==> src/rtl/booth4_if.sv <==
// booth4_if: command/status bundle between the radix-4 Booth control unit
// and its datapath.
//   Commands  : Carga_QM, Carga_A, MoM2, Resta, Desplaza_AQ, Fin
//   Operands  : m_in (multiplicand), q_in (multiplier), N bits, signed
//   Status    : q1, q0, q_menos1 (recoding bits), producto (2N), valido
// master = control unit side, slave = datapath side.
interface booth4_if #(
    parameter int N = 4
);
    logic           Carga_QM;
    logic           Carga_A;
    logic           MoM2;
    logic           Resta;
    logic           Desplaza_AQ;
    logic           Fin;
    logic [N-1:0]   m_in;
    logic [N-1:0]   q_in;
    logic           q1;
    logic           q0;
    logic           q_menos1;
    logic [2*N-1:0] producto;
    logic           valido;

    modport master (
        output Carga_QM, Carga_A, MoM2, Resta, Desplaza_AQ, Fin, m_in, q_in,
        input  q1, q0, q_menos1, producto, valido
    );

    modport slave (
        input  Carga_QM, Carga_A, MoM2, Resta, Desplaza_AQ, Fin, m_in, q_in,
        output q1, q0, q_menos1, producto, valido
    );
endinterface

==> src/rtl/booth4_datapath.sv <==
// booth4_datapath: register datapath of the radix-4 (modified Booth) signed
// multiplier. Holds multiplicand M, accumulator A (N+2 bits), multiplier Q
// and the extra bit q_menos1; executes load / add-sub / shift-by-2 commands
// and captures the 2N-bit product once per operation when Fin is seen.
// Ports:
//   clk    - rising-edge clock
//   reset  - asynchronous, active-high reset; clears all state
//   bus    - booth4_if slave: commands in, recoding bits and product out
// Command priority: Carga_QM > Carga_A > Desplaza_AQ. Fin is evaluated in
// parallel with whichever command executes.
module booth4_datapath #(
    parameter int N = 4
) (
    input  logic     clk,
    input  logic     reset,
    booth4_if.slave  bus
);

    logic [N+1:0]   a_reg;
    logic [N-1:0]   m_reg;
    logic [N-1:0]   q_reg;
    logic           qm1_reg;
    logic [2*N-1:0] prod_reg;
    logic           valid_reg;

    logic [N+1:0]   m_ext;
    logic [N+1:0]   op;
    logic [N+1:0]   a_sum;

    // N+2 bits of A hold any A +/- 2M without overflow, so plain modular
    // arithmetic is exact here.
    always_comb begin
        m_ext = {{2{m_reg[N-1]}}, m_reg};
        op    = bus.MoM2 ? {m_ext[N:0], 1'b0} : m_ext;
        a_sum = bus.Resta ? (a_reg - op) : (a_reg + op);
    end

    always_ff @(posedge clk or posedge reset) begin
        if (reset) begin
            a_reg     <= '0;
            m_reg     <= '0;
            q_reg     <= '0;
            qm1_reg   <= 1'b0;
            prod_reg  <= '0;
            valid_reg <= 1'b0;
        end else begin
            if (bus.Carga_QM) begin
                m_reg   <= bus.m_in;
                q_reg   <= bus.q_in;
                a_reg   <= '0;
                qm1_reg <= 1'b0;
            end else if (bus.Carga_A) begin
                a_reg <= a_sum;
            end else if (bus.Desplaza_AQ) begin
                qm1_reg <= q_reg[1];
                q_reg   <= {a_reg[1:0], q_reg[N-1:2]};
                a_reg   <= {a_reg[N+1], a_reg[N+1], a_reg[N+1:2]};
            end

            // One capture per operation: once valido is set, further Fin
            // cycles leave the product untouched.
            if (bus.Fin && !valid_reg) begin
                prod_reg  <= {a_reg[N-1:0], q_reg};
                valid_reg <= 1'b1;
            end

            // A load starts a new operation, so it wins over a same-cycle
            // capture and the old result is no longer flagged valid.
            if (bus.Carga_QM) begin
                valid_reg <= 1'b0;
            end
        end
    end

    // Recoding bits come straight from registers so the control unit sees
    // values that are stable for the whole cycle.
    assign bus.q1       = q_reg[1];
    assign bus.q0       = q_reg[0];
    assign bus.q_menos1 = qm1_reg;
    assign bus.producto = prod_reg;
    assign bus.valido   = valid_reg;

endmodule

==> src/flat_wrapper.sv <==
// flat-port wrapper written by rule: the top's interface ports become plain ports
module booth4_datapath_flat 
#(
    parameter int N = 4
)
  (clk, reset, bus_Carga_QM, bus_Carga_A, bus_MoM2, bus_Resta, bus_Desplaza_AQ, bus_Fin, bus_m_in, bus_q_in, bus_q1, bus_q0, bus_q_menos1, bus_producto, bus_valido);
  booth4_if #(.N(N)) bus_i ();
  input  logic clk;
  input  logic reset;
  input wire logic [$bits(bus_i.Carga_QM)-1:0] bus_Carga_QM;
  input wire logic [$bits(bus_i.Carga_A)-1:0] bus_Carga_A;
  input wire logic [$bits(bus_i.MoM2)-1:0] bus_MoM2;
  input wire logic [$bits(bus_i.Resta)-1:0] bus_Resta;
  input wire logic [$bits(bus_i.Desplaza_AQ)-1:0] bus_Desplaza_AQ;
  input wire logic [$bits(bus_i.Fin)-1:0] bus_Fin;
  input wire logic [$bits(bus_i.m_in)-1:0] bus_m_in;
  input wire logic [$bits(bus_i.q_in)-1:0] bus_q_in;
  output wire logic [$bits(bus_i.q1)-1:0] bus_q1;
  output wire logic [$bits(bus_i.q0)-1:0] bus_q0;
  output wire logic [$bits(bus_i.q_menos1)-1:0] bus_q_menos1;
  output wire logic [$bits(bus_i.producto)-1:0] bus_producto;
  output wire logic [$bits(bus_i.valido)-1:0] bus_valido;
  assign bus_i.Carga_QM = bus_Carga_QM;
  assign bus_i.Carga_A = bus_Carga_A;
  assign bus_i.MoM2 = bus_MoM2;
  assign bus_i.Resta = bus_Resta;
  assign bus_i.Desplaza_AQ = bus_Desplaza_AQ;
  assign bus_i.Fin = bus_Fin;
  assign bus_i.m_in = bus_m_in;
  assign bus_i.q_in = bus_q_in;
  assign bus_q1 = bus_i.q1;
  assign bus_q0 = bus_i.q0;
  assign bus_q_menos1 = bus_i.q_menos1;
  assign bus_producto = bus_i.producto;
  assign bus_valido = bus_i.valido;
  booth4_datapath #(.N(N)) u_core (.clk(clk), .reset(reset), .bus(bus_i));
endmodule
==> config.mk <==
export PLATFORM = sky130hd
export DESIGN_NAME = booth4_datapath_flat
export DESIGN_NICKNAME = d
export VERILOG_FILES = /design/src/rtl/booth4_if.sv /design/src/rtl/booth4_datapath.sv /design/src/flat_wrapper.sv
export SDC_FILE = /design/constraint.sdc
export NUM_CORES = 1
export LEC_CHECK = 0
export CORE_MARGIN = 5
export CORE_UTILIZATION = 30
export CTS_BUF_LIST = sky130_fd_sc_hd__clkbuf_16
export CTS_CLUSTER_DIAMETER = 80
export DETAILED_ROUTE_END_ITERATION = 10
export HOLD_SLACK_MARGIN = 0.08
export PLACE_DENSITY = 0.51
export SYNTH_ARGS = -nofsm -noshare
export SYNTH_HDL_FRONTEND = slang
export SYNTH_SLANG_ARGS = --single-unit
==> constraint.sdc <==
create_clock -name clk -period 5.15 [get_ports clk]
set_clock_uncertainty 0.2 [all_clocks]
set_input_delay 1.2875 -clock clk [delete_from_list [all_inputs] [get_ports clk]]
set_output_delay 1.2875 -clock clk [all_outputs]
set_load 0.05 [all_outputs]
Word-level counts from Yosys, hierarchy flattened
Cells that the tools add are included.
- word-level logic and storage cells: 30
- bits in latches: 0
- input port bits: 16
- RAM bits: 0
- memories: 0
- register bits: 24
- ROM bits: 0
- output and inout bits: 12
- divide/modulo/power cells: 0
- $mul: 0
- reduce and logical (&&, ||, !) cells: 7
- magnitude comparators: 0
- shift-type cells: 0
- add/subtract/negate cells: 2
- eq/ne operators: 1
- bitwise logic cells: 0
- multiplexer cells: 13
- operators by type and width (cell ; number):
    6-bit two-way mux ; 3
    4-bit two-way mux ; 4
    6-bit adder ; 1
    2-bit nonzero test ; 3
    6-bit subtractor ; 1
    1-bit two-way mux ; 5
    5-bit two-way mux ; 1
    3-bit nonzero test ; 1
    2-bit != test (second input constant) ; 1
    2-bit AND reduction ; 1
    1-bit logical AND ; 1
    1-bit logical NOT ; 1

Depth between registers and ports, before layout
Gate-level depths: netlist of the first run.
- depth in word-level cells: 5
- depth in mapped cells: 13
- mapped depth without buffers: 12

Worst setup path after synthesis of the first run
No wires, ideal clock.
- kind: in2reg
- start point: input port bus_MoM2
- end point: register u_core.a_reg[5]
- cell stages on the path: 10
- path buffers: 1
- setup time: 0.125 ns
- arrival time: 3.492 ns
- path slack: 1.333 ns
- required time: 4.825 ns
- cell sequence: clkbuf_1 -> mux2i_1 -> ha_1 -> o21ai_0 -> ha_1 -> nor2b_1 -> o2111ai_1 -> and3_1 -> o21a_1 -> mux2_4
- longest elaborated chain between the ends: 5
- elaborated cells between the ends (all ways): 6
- classes of those cells: 2 x add/sub; 4 x mux
- RTL lines (what ; line ; RTL):
    start: declaration ; flat_wrapper.sv:12 ; input wire logic [$bits(bus_i.MoM2)-1:0] bus_MoM2;
    4-bit two-way mux * ; booth4_datapath.sv:34 ; op = bus.MoM2 ? {m_ext[N:0], 1'b0} : m_ext;
    6-bit adder / 6-bit subtractor (equally long branches) ; booth4_datapath.sv:35 ; a_sum = bus.Resta ? (a_reg - op) : (a_reg + op);
    6-bit two-way mux * ; booth4_datapath.sv:35 ;
    6-bit two-way mux * ; booth4_datapath.sv:52 ; end else if (bus.Carga_A) begin
    6-bit two-way mux * ; booth4_datapath.sv:47 ; if (bus.Carga_QM) begin
    end signal: assignment ; booth4_datapath.sv:53 ; a_reg <= a_sum;
    end signal: assignment ; booth4_datapath.sv:57 ; a_reg <= {a_reg[N+1], a_reg[N+1], a_reg[N+1:2]};
    end: declaration ; booth4_datapath.sv:19 ; logic [N+1:0] a_reg;
Mark *: on every way between the ends. The rest lies on a longest branch, timed or not. The select of a mux whose other input is x is not followed.
A chain may end at the register's enable or synchronous reset.

Worst setup path after layout of the first run
Ends and elaborated chain as after synthesis.

==> metrics.csv, run 1 <==
stage,metric,value,unit
status,outcome,completed,
logic_synthesis,Syn. warnings,0,
critical_path,CP endpoint kind,flop,
clock_tree,cts hold-fix bufs,0,
critical_path,crit-path max FO,10,
cells_and_area,max reg flops,8,
floorplan,I/O pins,28,
cells_and_area,final cell count without fillers,208,
logic_synthesis,Syn Area/Cell,10.3,µm²
pwr,Total Power,0.628,mW
critical_path,critical path start-end classification,in -> reg,
drt,via count,1022,
global_routing,GR peak layer,met2,
global_routing,GRT Total Usage,0.0934,
placed_design,placed cell area,1680,µm²
drt,DRC errors left,0,
global_routing,vias in the first global route,991,
cells_and_area,Final Util,0.397,
cells_and_area,most frequent cells in the layout,"clkdlybuf4s50_1, dfrtp_1, nand2_1, mux2_2, nor2_1",
cells_and_area,ratio of cells with drive above 1 in the final layout,0.103,
logic_synthesis,Yosys top cell area share,0.433,
floorplan,core box area,4410,µm²
sta,measured slew at the worst slew-check pin,0.899,ns
global_routing,grt met2 use,0.150,
global_routing,first-pass GRT wire length,4690,µm
cells_and_area,Area Growth Syn to Fin,26.1,%
placed_design,routability cong.,0.720,
placed_design,post-DP HPWL,2110,µm
cells_and_area,final instance area,1750,µm²
run,max_cap viols,0,
logic_synthesis,cell area after synthesis,1390,µm²
drt,violation count after the first detailed-route iteration,31,
drt,DR vias/cell,4.91,
floorplan,Die X,78.0,µm
global_routing,largest net degree at the start of global routing,25,
sta,Fin Setup TNS,0,ns
sta,Final min period,4.11,ns
critical_path,Worst Path Arrival,4.04,ns
global_routing,met1 Use GR,0.121,
drt,post-route ant nets,0,
logic_synthesis,flip-flop and latch count after synthesis,24,
sta,Final Max Tran Viols,0,
placed_design,pre-CTS setup slack,0.790,ns
clock_tree,CTS Buffer Depth,2,
critical_path,startpoint types,input port,
sta,slew margin rel.,0.400,
pwr,Leak,0.757,nW
logic_synthesis,sequential element share of the synthesized area,0.433,
floorplan,Die Y,78.0,µm
logic_synthesis,Synth cell types,30,
sta,worst setup margin,1.04,ns
placed_design,placed insts,205,
sta,Final setup viols,0,
clock_tree,"Clk Latency, worst-skew pair",0.25,ns
drt,DRT Pass-1 Iters,4,
logic_synthesis,Synth area leader,dfrtp_1,
clock_tree,CTS Root Cell,clkbuf_16,
drt,routed len/inst,13.2,µm
floorplan,Starting Density,0.314,
global_routing,grt met3 use,0.0263,
sta,final hold violation count,0,
clock_tree,post-CTS setup buffer count,0,
floorplan,die area,6090,µm²
cells_and_area,final net count,181,
sta,crit share post-route,0.797,
logic_synthesis,dominant cells by area after synthesis,"dfrtp_1, mux2_2, ha_1",
clock_tree,CTS Sinks,24,
logic_synthesis,Synth Instances,135,
clock_tree,post_cts resized,0,
clock_tree,# H-tree levels,1,
placed_design,I/O Buffers,27,
critical_path,worst path required time,5.09,ns
global_routing,antenna violations before repair,0,
pwr,PwrDens,359,nW/µm²
global_routing,gr ovfl total,0,
pwr,Peak VDD IR,0.127,mV
sta,RSZ-0062 raised after global routing,no,
clock_tree,CTS Buf Count,3,
logic_synthesis,syn_nets,158,
sta,Peak Freq,0.244,GHz
floorplan,FP Rows,24,
drt,WL final,2750,µm
cells_and_area,fillcell total,447,
hold_path,Worst Hold Class,reg -> reg,
cells_and_area,"commonest non-fill, non-tap cell in the layout",clkdlybuf4s50_1,
clock_tree,clock slew at reported path FFs,0.06,ns
cells_and_area,diodes inserted,0,
clock_tree,CTS tree,done,
sta,hold slack,0.293,ns
==> kinds of logic (layout without fill, tap and decap cells) <==
kind of cell / Yosys count / after routing / synth area share
XOR/XNOR: 5 / 5 / 0.0370
buffers and inverters: 14 / 35 / 0.0478
multiplexers: 18 / 18 / 0.142
AO/OA/AOI/OAI: 33 / 33 / 0.155
flip-flops: 24 / 24 / 0.433
AND/OR/NAND/NOR: 34 / 34 / 0.116
adder cells (fa/ha/maj): 7 / 7 / 0.0685
==> cell usage after synthesis, drive strengths merged <==
cell type,count
a211oi,8
a21o,2
a21oi,8
a22oi,1
a31oi,1
and3,1
buf,4
clkbuf,5
dfrtp,24
fa,1
ha,6
inv,5
mux2,11
mux2i,7
nand2,11
nand2b,2
nor2,10
nor2b,9
o2111ai,1
o21a,1
o21ai,9
o221ai,1
o41ai,1
or2b,1
xnor2,3
xor2,2
==> metal layers <==
| layer | share of wire | vias up |
|---|---|---|
| li1 | - | 519 |
| met1 | 0.49 | 478 |
| met2 | 0.44 | 21 |
| met3 | 0.056 | 4 |
| met4 | 0.0095 | 0 |
| met5 | 0 | - |
==> worst paths after layout <==
check / from / cells after the start / end / slack [ns]
setup / recovery: bus_MoM2 / 12 / u_core.a_reg[5] / 1.04
hold / removal: u_core.bus.producto[4] / 2 / u_core.bus.producto[4] / 0.29
setup reg to reg: u_core.m_reg[3] / 10 / u_core.a_reg[5] / 2.34
hold reg to reg: u_core.bus.producto[4] / 2 / u_core.bus.producto[4] / 0.29
max in group asynchronous: reset / 2 / u_core.bus.producto[0] / 2.87
min in group asynchronous: reset / 2 / u_core.bus.q_menos1 / 1.33
==> power by group <==
| part | internal, mW | switching [mW] | total, mW |
|---|---|---|---|
| clock | 0.102 | 0.0584 | 0.161 |
| combinational | 0.101 | 0.126 | 0.227 |
| sequential | 0.216 | 0.0241 | 0.241 |
| total | 0.420 | 0.208 | 0.628 |
==> cell type report <==
| class | instances | area, µm² | share of cell area |
|---|---|---|---|
| Multi-Input combinational cell | 97 | 721 | 0.412 |
| Sequential cell | 24 | 601 | 0.343 |
| Timing Repair Buffer | 27 | 270 | 0.154 |
| Clock buffer | 3 | 75.1 | 0.0429 |
| Tap cell | 52 | 65.1 | 0.0372 |
| Inverter | 5 | 18.8 | 0.0107 |
==> worst max-delay path, stage by stage <==
cell,delay (ns)
clkdlybuf4s50_1,0.66
mux2i_1,0.28
ha_1,0.19
nor2b_1,0.16
a31oi_1,0.10
nand2_1,0.08
o21ai_0,0.11
ha_1,0.36
o2111ai_1,0.13
and3_1,0.20
o21a_1,0.18
mux2_4,0.29
(Power assumes the default switching activity.)
==> run 2: changes to the inputs <==
--- a/config.mk
+++ b/config.mk
@@ -11,7 +11,7 @@
 export CTS_CLUSTER_DIAMETER = 80
 export DETAILED_ROUTE_END_ITERATION = 10
 export HOLD_SLACK_MARGIN = 0.08
-export PLACE_DENSITY = 0.51
+export PLACE_DENSITY = 0.53
 export SYNTH_ARGS = -nofsm -noshare
 export SYNTH_HDL_FRONTEND = slang
 export SYNTH_SLANG_ARGS = --single-unit
==> constraint.sdc (replaced) <==
create_clock -name clk -period 3.4 [get_ports clk]
set_clock_uncertainty 0.2 [all_clocks]
set_input_delay 0.85 -clock clk [delete_from_list [all_inputs] [get_ports clk]]
set_output_delay 0.85 -clock clk [all_outputs]
set_load 0.05 [all_outputs]
==> run 2 against run 1 <==
Compared with the run above: wire length rose by 8.0%; core utilization is 2.9 points higher; combinational power increased by 74%; via count is 6.5% higher; sequential share of layout area shrank 2.4 points; register-to-register slack got worse by 1.7 ns; global-route usage rose by 1.2 points; sequential cell count unchanged; largest cell class unchanged; hold slack barely moved.
==> metrics.csv, run 2 (synthesis results as in run 1) <==
stage,metric,value,unit
placed_design,I/O Buffers,27,
placed_design,post-DP HPWL,2280,µm
drt,DRC errors left,0,
drt,DRT Pass-1 Iters,4,
critical_path,critical path start-end classification,in -> reg,
sta,Final setup viols,0,
floorplan,Die X,78.0,µm
drt,routed len/inst,13.2,µm
sta,Peak Freq,0.312,GHz
floorplan,I/O pins,28,
clock_tree,CTS Buf Count,3,
global_routing,gr ovfl total,0,
clock_tree,"Clk Latency, worst-skew pair",0.26,ns
run,max_cap viols,0,
critical_path,CP peak stage delay,0.29,ns
clock_tree,# H-tree levels,1,
critical_path,worst-path cell chain,dlygate4sd2_1 -> buf_4 -> or2b_1 -> a21oi_1 -> a21oi_1 -> o221ai_1 -> ha_1 -> a21o_1 -> a21oi_1 -> and3_1 -> o21a_1 -> mux2_4,
cells_and_area,diodes inserted,0,
critical_path,CP endpoint kind,flop,
sta,worst setup margin,0.200,ns
clock_tree,CTS tree,done,
critical_path,Worst Path Buf+Inv,2,
global_routing,first-pass GRT wire length,5280,µm
floorplan,Starting Density,0.314,
critical_path,startpoint types,input port,
floorplan,Die Y,78.0,µm
critical_path,crit-path max FO,8,
global_routing,largest net degree at the start of global routing,25,
clock_tree,clock slew at reported path FFs,0.06,ns
pwr,PwrDens,537,nW/µm²
critical_path,worst path required time,3.34,ns
drt,violation count after the first detailed-route iteration,32,
sta,slew margin rel.,0.395,
cells_and_area,Area Growth Syn to Fin,35.4,%
pwr,Peak VDD IR,0.201,mV
sta,Final min period,3.20,ns
global_routing,GRT Total Usage,0.105,
status,outcome,completed,
floorplan,die area,6090,µm²
sta,Final Max Tran Viols,0,
global_routing,vias in the first global route,1067,
clock_tree,CTS Buffer Depth,2,
sta,crit share post-route,0.941,
drt,via count,1088,
drt,WL final,2970,µm
cells_and_area,final net count,198,
floorplan,FP Rows,24,
clock_tree,cts hold-fix bufs,0,
critical_path,reg-to-reg setup timing slack,0.65,ns
drt,DR vias/cell,4.84,
clock_tree,CTS Sinks,24,
cells_and_area,most frequent cells in the layout,"clkdlybuf4s50_1, dfrtp_1, buf_4, nand2_1",
sta,final hold violation count,0,
drt,post-route ant nets,0,
global_routing,antenna violations before repair,0,
pwr,Leak,0.840,nW
cells_and_area,max reg flops,8,
sta,RSZ-0062 raised after global routing,no,
clock_tree,CTS Root Cell,clkbuf_16,
critical_path,CP max stage cell,mux2_4,
placed_design,routability cong.,0.722,
floorplan,core box area,4410,µm²
sta,Fin Setup TNS,0,ns
cells_and_area,"commonest non-fill, non-tap cell in the layout",clkdlybuf4s50_1,
critical_path,"CP delay by family, top",compound AO/OA/AOI/OAI gates,
hold_path,Worst Hold Class,reg -> reg,
sta,measured slew at the worst slew-check pin,0.907,ns
placed_design,pre-CTS setup slack,-0.313,ns
critical_path,"most used cell, CP",a21oi_1,
cells_and_area,ratio of cells with drive above 1 in the final layout,0.197,
critical_path,Worst Path Arrival,3.14,ns
[run 2: worst paths after layout]
check                                        from                     end  cells past startpoint
max in group asynchronous                   reset  u_core.bus.producto[7]                      2
min in group asynchronous                   reset         u_core.m_reg[0]                      2
min                        u_core.bus.producto[4]  u_core.bus.producto[4]                      2
max reg2reg                       u_core.m_reg[1]         u_core.a_reg[5]                     11
max                                      bus_MoM2         u_core.a_reg[5]                     12
min reg2reg                u_core.bus.producto[4]  u_core.bus.producto[4]                      2
[run 2: per-stage QoR]
stage	utilization	power, mW	instance area, µm²	cells	hold WS [ns]
after floorplan	-	0.616	1390	135	0.302
after CTS	0.426	1.02	1880	225	0.301
final	0.426	1.01	1880	225	0.293
after global placement	0.402	0.750	1770	218	0.275
after detailed placement	0.402	0.757	1770	218	0.287
after global routing	0.426	1.07	1880	225	0.320
[run 2: timing repair]
item / in CTS / in global routing
gates resized for setup: 3 / 0
buffers inserted: 4 / 0
setup endpoints to repair: 1 / 0
[run 2: layout make-up]
class                   count  area [µm²]
well taps                  52        65.1
flip-flops and latches     24         601
inverters                   5        18.8
multi-input cells          97         723
repair buffers             44         397
fillers                   436        2530
clock buffers               3        75.1
[run 2: tightest hold or removal path: stages, from the launching register on]
cell and delay (ns):
dfrtp_1 0.35, nand2_1 0.05, o21ai_0 0.06
[run 2: routing by layer]
| metal | share of wire | track usage |
|---|---|---|
| met1 | 0.49 | 0.150 |
| met2 | 0.44 | 0.159 |
| met3 | 0.060 | 0.0240 |
| met4 | 0.0054 | 0.0304 |
| met5 | 0 | 0 |
[run 2: where the power goes]
group | total [mW] | leakage [nW] | switching, mW | internal, mW
Sequential | 0.367 | 0.303 | 0.0393 | 0.328
Clock | 0.249 | 0.0370 | 0.0932 | 0.155
Combinational | 0.394 | 0.501 | 0.202 | 0.192
==> run 3: changes to the inputs <==
--- a/config.mk
+++ b/config.mk
@@ -12,6 +12,8 @@
 export DETAILED_ROUTE_END_ITERATION = 10
 export HOLD_SLACK_MARGIN = 0.08
 export PLACE_DENSITY = 0.53
+export SLEW_MARGIN = 25
 export SYNTH_ARGS = -nofsm -noshare
 export SYNTH_HDL_FRONTEND = slang
 export SYNTH_SLANG_ARGS = --single-unit
+export TNS_END_PERCENT = 20
==> run 3 against run 2 <==
Compared with the run above: final cell count unchanged; register-to-register slack hardly changed; sequential share of layout area did not move; first-iteration DRC count shrank 3.1%; sequential cell count stayed put; clock power is essentially flat; worst setup slack worse by 0.0019 ns; sequential power is essentially flat; cell area stayed put.
==> metrics.csv, run 3 (synthesis results as in run 1) <==
stage,metric,value,unit
run,max_cap viols,0,
placed_design,post-DP HPWL,2280,µm
sta,slew margin rel.,0.429,
drt,WL final,2970,µm
pwr,Peak VDD IR,0.201,mV
critical_path,CP max stage cell,mux2_4,
cells_and_area,final net count,198,
floorplan,Starting Density,0.314,
sta,Peak Freq,0.312,GHz
drt,routed len/inst,13.2,µm
pwr,P_int,0.675,mW
pwr,Sw Share,0.330,
critical_path,crit-path max FO,8,
floorplan,Die Y,78.0,µm
cells_and_area,"commonest non-fill, non-tap cell in the layout",clkdlybuf4s50_1,
clock_tree,CTS tree,done,
clock_tree,CTS Buffer Depth,2,
sta,Final Max Tran Viols,0,
critical_path,startpoint types,input port,
pwr,PwrDens,537,nW/µm²
critical_path,worst path required time,3.34,ns
critical_path,"most used cell, CP",a21oi_1,
floorplan,Die X,78.0,µm
critical_path,CP endpoint kind,flop,
pwr,clock network power share,0.245,
clock_tree,CTS Buf Count,3,
global_routing,first-pass GRT wire length,5280,µm
hold_path,Worst Hold Class,reg -> reg,
cells_and_area,Final Util,0.426,
sta,final hold violation count,0,
pwr,Gate power share,0.390,
floorplan,I/O pins,28,
global_routing,largest net degree at the start of global routing,25,
sta,Fin Setup TNS,0,ns
sta,crit share post-route,0.942,
global_routing,antenna violations before repair,0,
global_routing,GRT Total Usage,0.105,
placed_design,routability cong.,0.722,
sta,Final min period,3.20,ns
status,outcome,completed,
cells_and_area,diodes inserted,0,
drt,DR vias/cell,4.86,
drt,DRC errors left,0,
cells_and_area,ratio of cells with drive above 1 in the final layout,0.197,
pwr,sequential share of power,0.364,
cells_and_area,Area Growth Syn to Fin,35.4,%
floorplan,die area,6090,µm²
placed_design,I/O Buffers,27,
critical_path,"CP delay by family, top",compound AO/OA/AOI/OAI gates,
cells_and_area,most frequent cells in the layout,"clkdlybuf4s50_1, dfrtp_1, buf_4, nand2_1",
drt,via count,1093,
critical_path,Worst Path Arrival,3.14,ns
floorplan,FP Rows,24,
clock_tree,clock slew at reported path FFs,0.06,ns
critical_path,worst-path cell chain,dlygate4sd2_1 -> buf_4 -> or2b_1 -> a21oi_1 -> a21oi_1 -> o221ai_1 -> ha_1 -> a21o_1 -> a21oi_1 -> and3_1 -> o21a_1 -> mux2_4,
critical_path,reg-to-reg setup timing slack,0.65,ns
sta,RSZ-0062 raised after global routing,no,
sta,Final setup viols,0,
critical_path,critical path start-end classification,in -> reg,
sta,measured slew at the worst slew-check pin,0.852,ns
global_routing,vias in the first global route,1067,
clock_tree,"Clk Latency, worst-skew pair",0.25,ns
global_routing,gr ovfl total,0,
clock_tree,cts hold-fix bufs,0,
clock_tree,CTS Sinks,24,
clock_tree,# H-tree levels,1,
drt,violation count after the first detailed-route iteration,31,
pwr,Leak,0.836,nW
pwr,switching power total,0.333,mW
drt,post-route ant nets,0,
drt,DRT Pass-1 Iters,4,
pwr,Total Power,1.01,mW
cells_and_area,fillcell total,436,
critical_path,CP peak stage delay,0.29,ns
floorplan,core box area,4410,µm²
cells_and_area,max reg flops,8,
critical_path,Worst Path Buf+Inv,2,
clock_tree,CTS Root Cell,clkbuf_16,
-- run 3: changes by cell type in the layout (fill, tap and decap cells not counted), sizes merged --
cell	delta
inv	-1
clkinv	+1
-- run 3: stage by stage --
stage	instance area, µm²	setup WS (ns)	hold WS (ns)	std cells
global route	1880	0.0154	0.320	225
global placement	1770	-0.273	0.275	218
CTS	1880	0.200	0.301	225
floorplan	1390	0.0203	0.302	135
detailed placement	1770	-0.313	0.287	218
finish	1880	0.198	0.293	225
-- run 3: final cells by class --
type | count | area, µm² | share of cell area
timing repair buffer | 44 | 397 | 0.211
sequential | 24 | 601 | 0.320
multi-input combinational | 97 | 723 | 0.385
tap | 52 | 65.1 | 0.0346
clock buffer | 3 | 75.1 | 0.0399
inverter | 5 | 18.8 | 0.00999
-- run 3: final timing paths --
check                                            start                endpoint  depth (start not counted)
worst max-delay path                          bus_MoM2         u_core.a_reg[5]                         12
worst min-delay path            u_core.bus.producto[4]  u_core.bus.producto[4]                          2
worst max register to register         u_core.m_reg[0]         u_core.a_reg[5]                         12
worst min register to register  u_core.bus.producto[4]  u_core.bus.producto[4]                          2
max in group asynchronous                        reset  u_core.bus.producto[7]                          2
min in group asynchronous                        reset         u_core.m_reg[0]                          2
-- run 3: power by group through the flow --
stage	sequential, mW	combinational, mW	clock (mW)
after global placement	0.371	0.379	0
after detailed placement	0.373	0.383	0
after floorplan	0.441	0.175	0
after global routing	0.377	0.428	0.270
final	0.367	0.394	0.247
after CTS	0.368	0.397	0.256
-- run 3: repair_timing --
item                                    CTS  global route
endpoints found under the setup margin    1             0
setup buffers                             4             0
gates resized for setup                   3             0
-- run 3: routing by layer --
metal	GRT usage	vias up	share of wire
li1	-	545	-
met1	0.150	519	0.49
met2	0.159	25	0.44
met3	0.0240	4	0.058
met4	0.0304	0	0.0084
met5	0	-	0
-- run 3: worst reg2reg max path, delay by kind of cell, from the launching register on --
family | cells | cell delay (ns)
flops | 1 | 0.42
buf+inv | 1 | 0.07
fa+ha+maj | 2 | 0.47
simple gates | 4 | 0.59
mux | 1 | 0.29
compound gates | 4 | 0.59
==> edit: new RTL, settings of run 3 <==
Reset style: synchronous (`reset`), changed in one clocked block. Comments in the files are not updated.
--- a/src/rtl/booth4_datapath.sv
+++ b/src/rtl/booth4_datapath.sv
@@ -36,5 +36,5 @@
     end
 
-    always_ff @(posedge clk or posedge reset) begin
+    always_ff @(posedge clk) begin
         if (reset) begin
             a_reg     <= '0;
Function: differs if reset is asserted again (counterexample within 4 cycles, from zero or initial values and one cycle with reset high); with reset held inactive, the same outputs for 4 cycles.
==> edit against run 3 <==
  * Core utilization grew 0.17 points
  * First-iteration DRC count up 48%
  * Hold slack worse by 0.034 ns
  * Critical path depth rose by 2
  * Final area shrank 2.3%
  * Routed wire length up 2.0%
  * Sequential share of layout area fell by 5.8 points
  * Synthesized area shrank 5.5%
  * Count of clock-buffer cells in the layout did not move
  * Setup slack worse by 0.079 ns
  * Sequential cell count unchanged
Power is not compared: it rests on default switching activity, and its combinational part moved more than twofold at a synthesized area within 25%.
==> edit: results (changes against run 3) <==
\begin{tabular}{lr}
\hline
Metric & Value \\
\hline
\multicolumn{2}{l}{\textbf{Global routing}} \\
\quad Number of global-route vias before repair & 1231 (+15\%) \\
\quad Total GRT Usage & 0.109 (+0.00407) \\
\quad Pin count of the biggest net entering global routing & 18 (-28\%) \\
\quad Global-route wire length before repair & 5350 um (+1.4\%) \\
\multicolumn{2}{l}{\textbf{Timing}} \\
\quad Max-slew headroom at the worst pin & 0.637 (+0.208) \\
\quad Post-route setup slack & 0.119 ns (-0.0793 ns) \\
\multicolumn{2}{l}{\textbf{Worst setup path}} \\
\quad Worst flop-to-flop path endpoint & u\_core.a\_reg[5]\$\_SDFFE\_PP0P\_ \\
\quad Crit-path max cell delay & 0.39 ns (+0.10 ns) \\
\quad Crit path arrival time & 3.27 ns (+0.13 ns) \\
\quad Maximum fanout along the worst path & 4 (-4) \\
\quad Crit Reg-Reg Startpoint & u\_core.m\_reg[0]\$\_SDFFE\_PP0P\_ \\
\quad Cell depth of the worst flop-to-flop path & 13 (+1) \\
\multicolumn{2}{l}{\textbf{Synth}} \\
\quad Ranking of synthesized cells by area & sky130\_fd\_sc\_hd\_\_dfxtp\_1 37\%, sky130\_fd\_sc\_hd\_\_mux2i\_1 9.9\%, sky130\_fd\_sc\_hd\_\_a21oi\_1 8.0\%, sky130\_fd\_sc\_hd\_\_nand2\_1 7.2\%, sky130\_fd\_sc\_hd\_\_nor2\_1 6.3\% \\
\quad Compound-Gate Fraction of Synth Area & 0.172 (+0.0167) \\
\quad Fraction of registers with async set or reset after synthesis & 0 (-1.00) \\
\quad Portion of the post-synthesis area used by sequential elements & 0.366 (-0.0664) \\
\quad Post-synth top cells & 25 x sky130\_fd\_sc\_hd\_\_nand2\_1, 24 x sky130\_fd\_sc\_hd\_\_dfxtp\_1, 22 x sky130\_fd\_sc\_hd\_\_nor2\_1 \\
\quad Post-synthesis mux area share & 0.0992 (-0.0432) \\
\quad Xor-xnor portion of the synthesized cell area & 0.0334 (-0.00357) \\
\quad Adder-cell share of the synthesized area & 0.0725 (+0.00399) \\
\multicolumn{2}{l}{\textbf{Placement}} \\
\quad Placed cell count & 244 (+12\%) \\
\multicolumn{2}{l}{\textbf{Finish}} \\
\quad \# nets final & 224 (+13\%) \\
\quad Post-Layout Cell Count & 252 (+12\%) \\
\multicolumn{2}{l}{\textbf{Min path}} \\
\quad Worst-case hold path end point & u\_core.bus.producto[1]\$\_SDFFE\_PP0P\_ \\
\quad Beginning of the worst hold path & u\_core.bus.producto[1]\$\_SDFFE\_PP0P\_ \\
\multicolumn{2}{l}{\textbf{Routing}} \\
\quad Drt total wl & 3030 um (+2.0\%) \\
\quad Number of DRC markers in iteration 0 & 46 (+48\%) \\
\multicolumn{2}{l}{\textbf{Run status}} \\
\quad Outcome & finished clean \\
\hline
\end{tabular}
[edit: cell types whose count changed after synthesis, moves of 7 or more]
cell	change
sky130_fd_sc_hd__dfxtp_1	+24
sky130_fd_sc_hd__o21ai_0	-7
sky130_fd_sc_hd__a21oi_1	+13
sky130_fd_sc_hd__mux2_2	-10
sky130_fd_sc_hd__nand2_1	+14
sky130_fd_sc_hd__dfrtp_1	-24
sky130_fd_sc_hd__nor2_1	+12
[edit: timing repair]
| action | in CTS | in global routing |
|---|---|---|
| gates resized for setup | 3 | 2 |
| pin swaps | 2 | 1 |
| setup buffers | 4 | 0 |
| endpoints found under the setup margin | 1 | 2 |
[edit: cells by family after synthesis]
kind of cell    Yosys count
simple gates             61
compound gates           36
flops                    24
buf+inv                  17
mux                      13
fa+ha+maj                 7
xor+xnor                  5
[edit: area by class of cell]
type,count,area (um^2)
well taps,52,65.1
clock inverters,1,30.0
clock buffers,3,75.1
inverters,6,22.5
flip-flops and latches,24,480
repair buffers,44,397
fillers,443,2460
multi-input cells,122,766
[edit: layer usage]
| metal | wire (um) | GRT usage |
|---|---|---|
| met5 | 0 | 0 |
| met4 | 25 | 0.0437 |
| met3 | 162 | 0.0260 |
| met2 | 1480 | 0.193 |
| met1 | 1360 | 0.125 |
[edit: worst reg2reg max path, stage by stage (launching register included)]
cell and delay [ns]:
sky130_fd_sc_hd__dfxtp_1 0.45, sky130_fd_sc_hd__nor2b_1 0.23, sky130_fd_sc_hd__inv_1 0.07, sky130_fd_sc_hd__ha_2 0.18
sky130_fd_sc_hd__nor2b_2 0.15, sky130_fd_sc_hd__a31oi_1 0.16, sky130_fd_sc_hd__nand2_1 0.07, sky130_fd_sc_hd__o21ai_0 0.09
sky130_fd_sc_hd__ha_1 0.29, sky130_fd_sc_hd__nand3_1 0.09, sky130_fd_sc_hd__a21oi_1 0.05, sky130_fd_sc_hd__o31a_1 0.29
sky130_fd_sc_hd__or4_1 0.39, sky130_fd_sc_hd__a21oi_1 0.14
[edit: how the worst max path moves through the flow]
stage / from / cells past startpoint / end
3_5_place_dp: bus_MoM2 / 13 / u_core.a_reg[5]$_SDFFE_PP0P_
2_1_floorplan: bus_MoM2 / 13 / u_core.a_reg[5]$_SDFFE_PP0P_
6_report: bus_MoM2 / 14 / u_core.a_reg[5]$_SDFFE_PP0P_
3_3_place_gp: bus_MoM2 / 13 / u_core.a_reg[5]$_SDFFE_PP0P_
5_1_grt: bus_MoM2 / 13 / u_core.a_reg[5]$_SDFFE_PP0P_
4_1_cts: bus_MoM2 / 13 / u_core.a_reg[5]$_SDFFE_PP0P_
[edit: where the power goes]
group | switching, mW | internal (mW) | leakage [nW]
clock network | 0.101 | 0.234 | 0.0511
registers | 0.0154 | 0.295 | 0.196
logic | 0.0920 | 0.0953 | 0.485
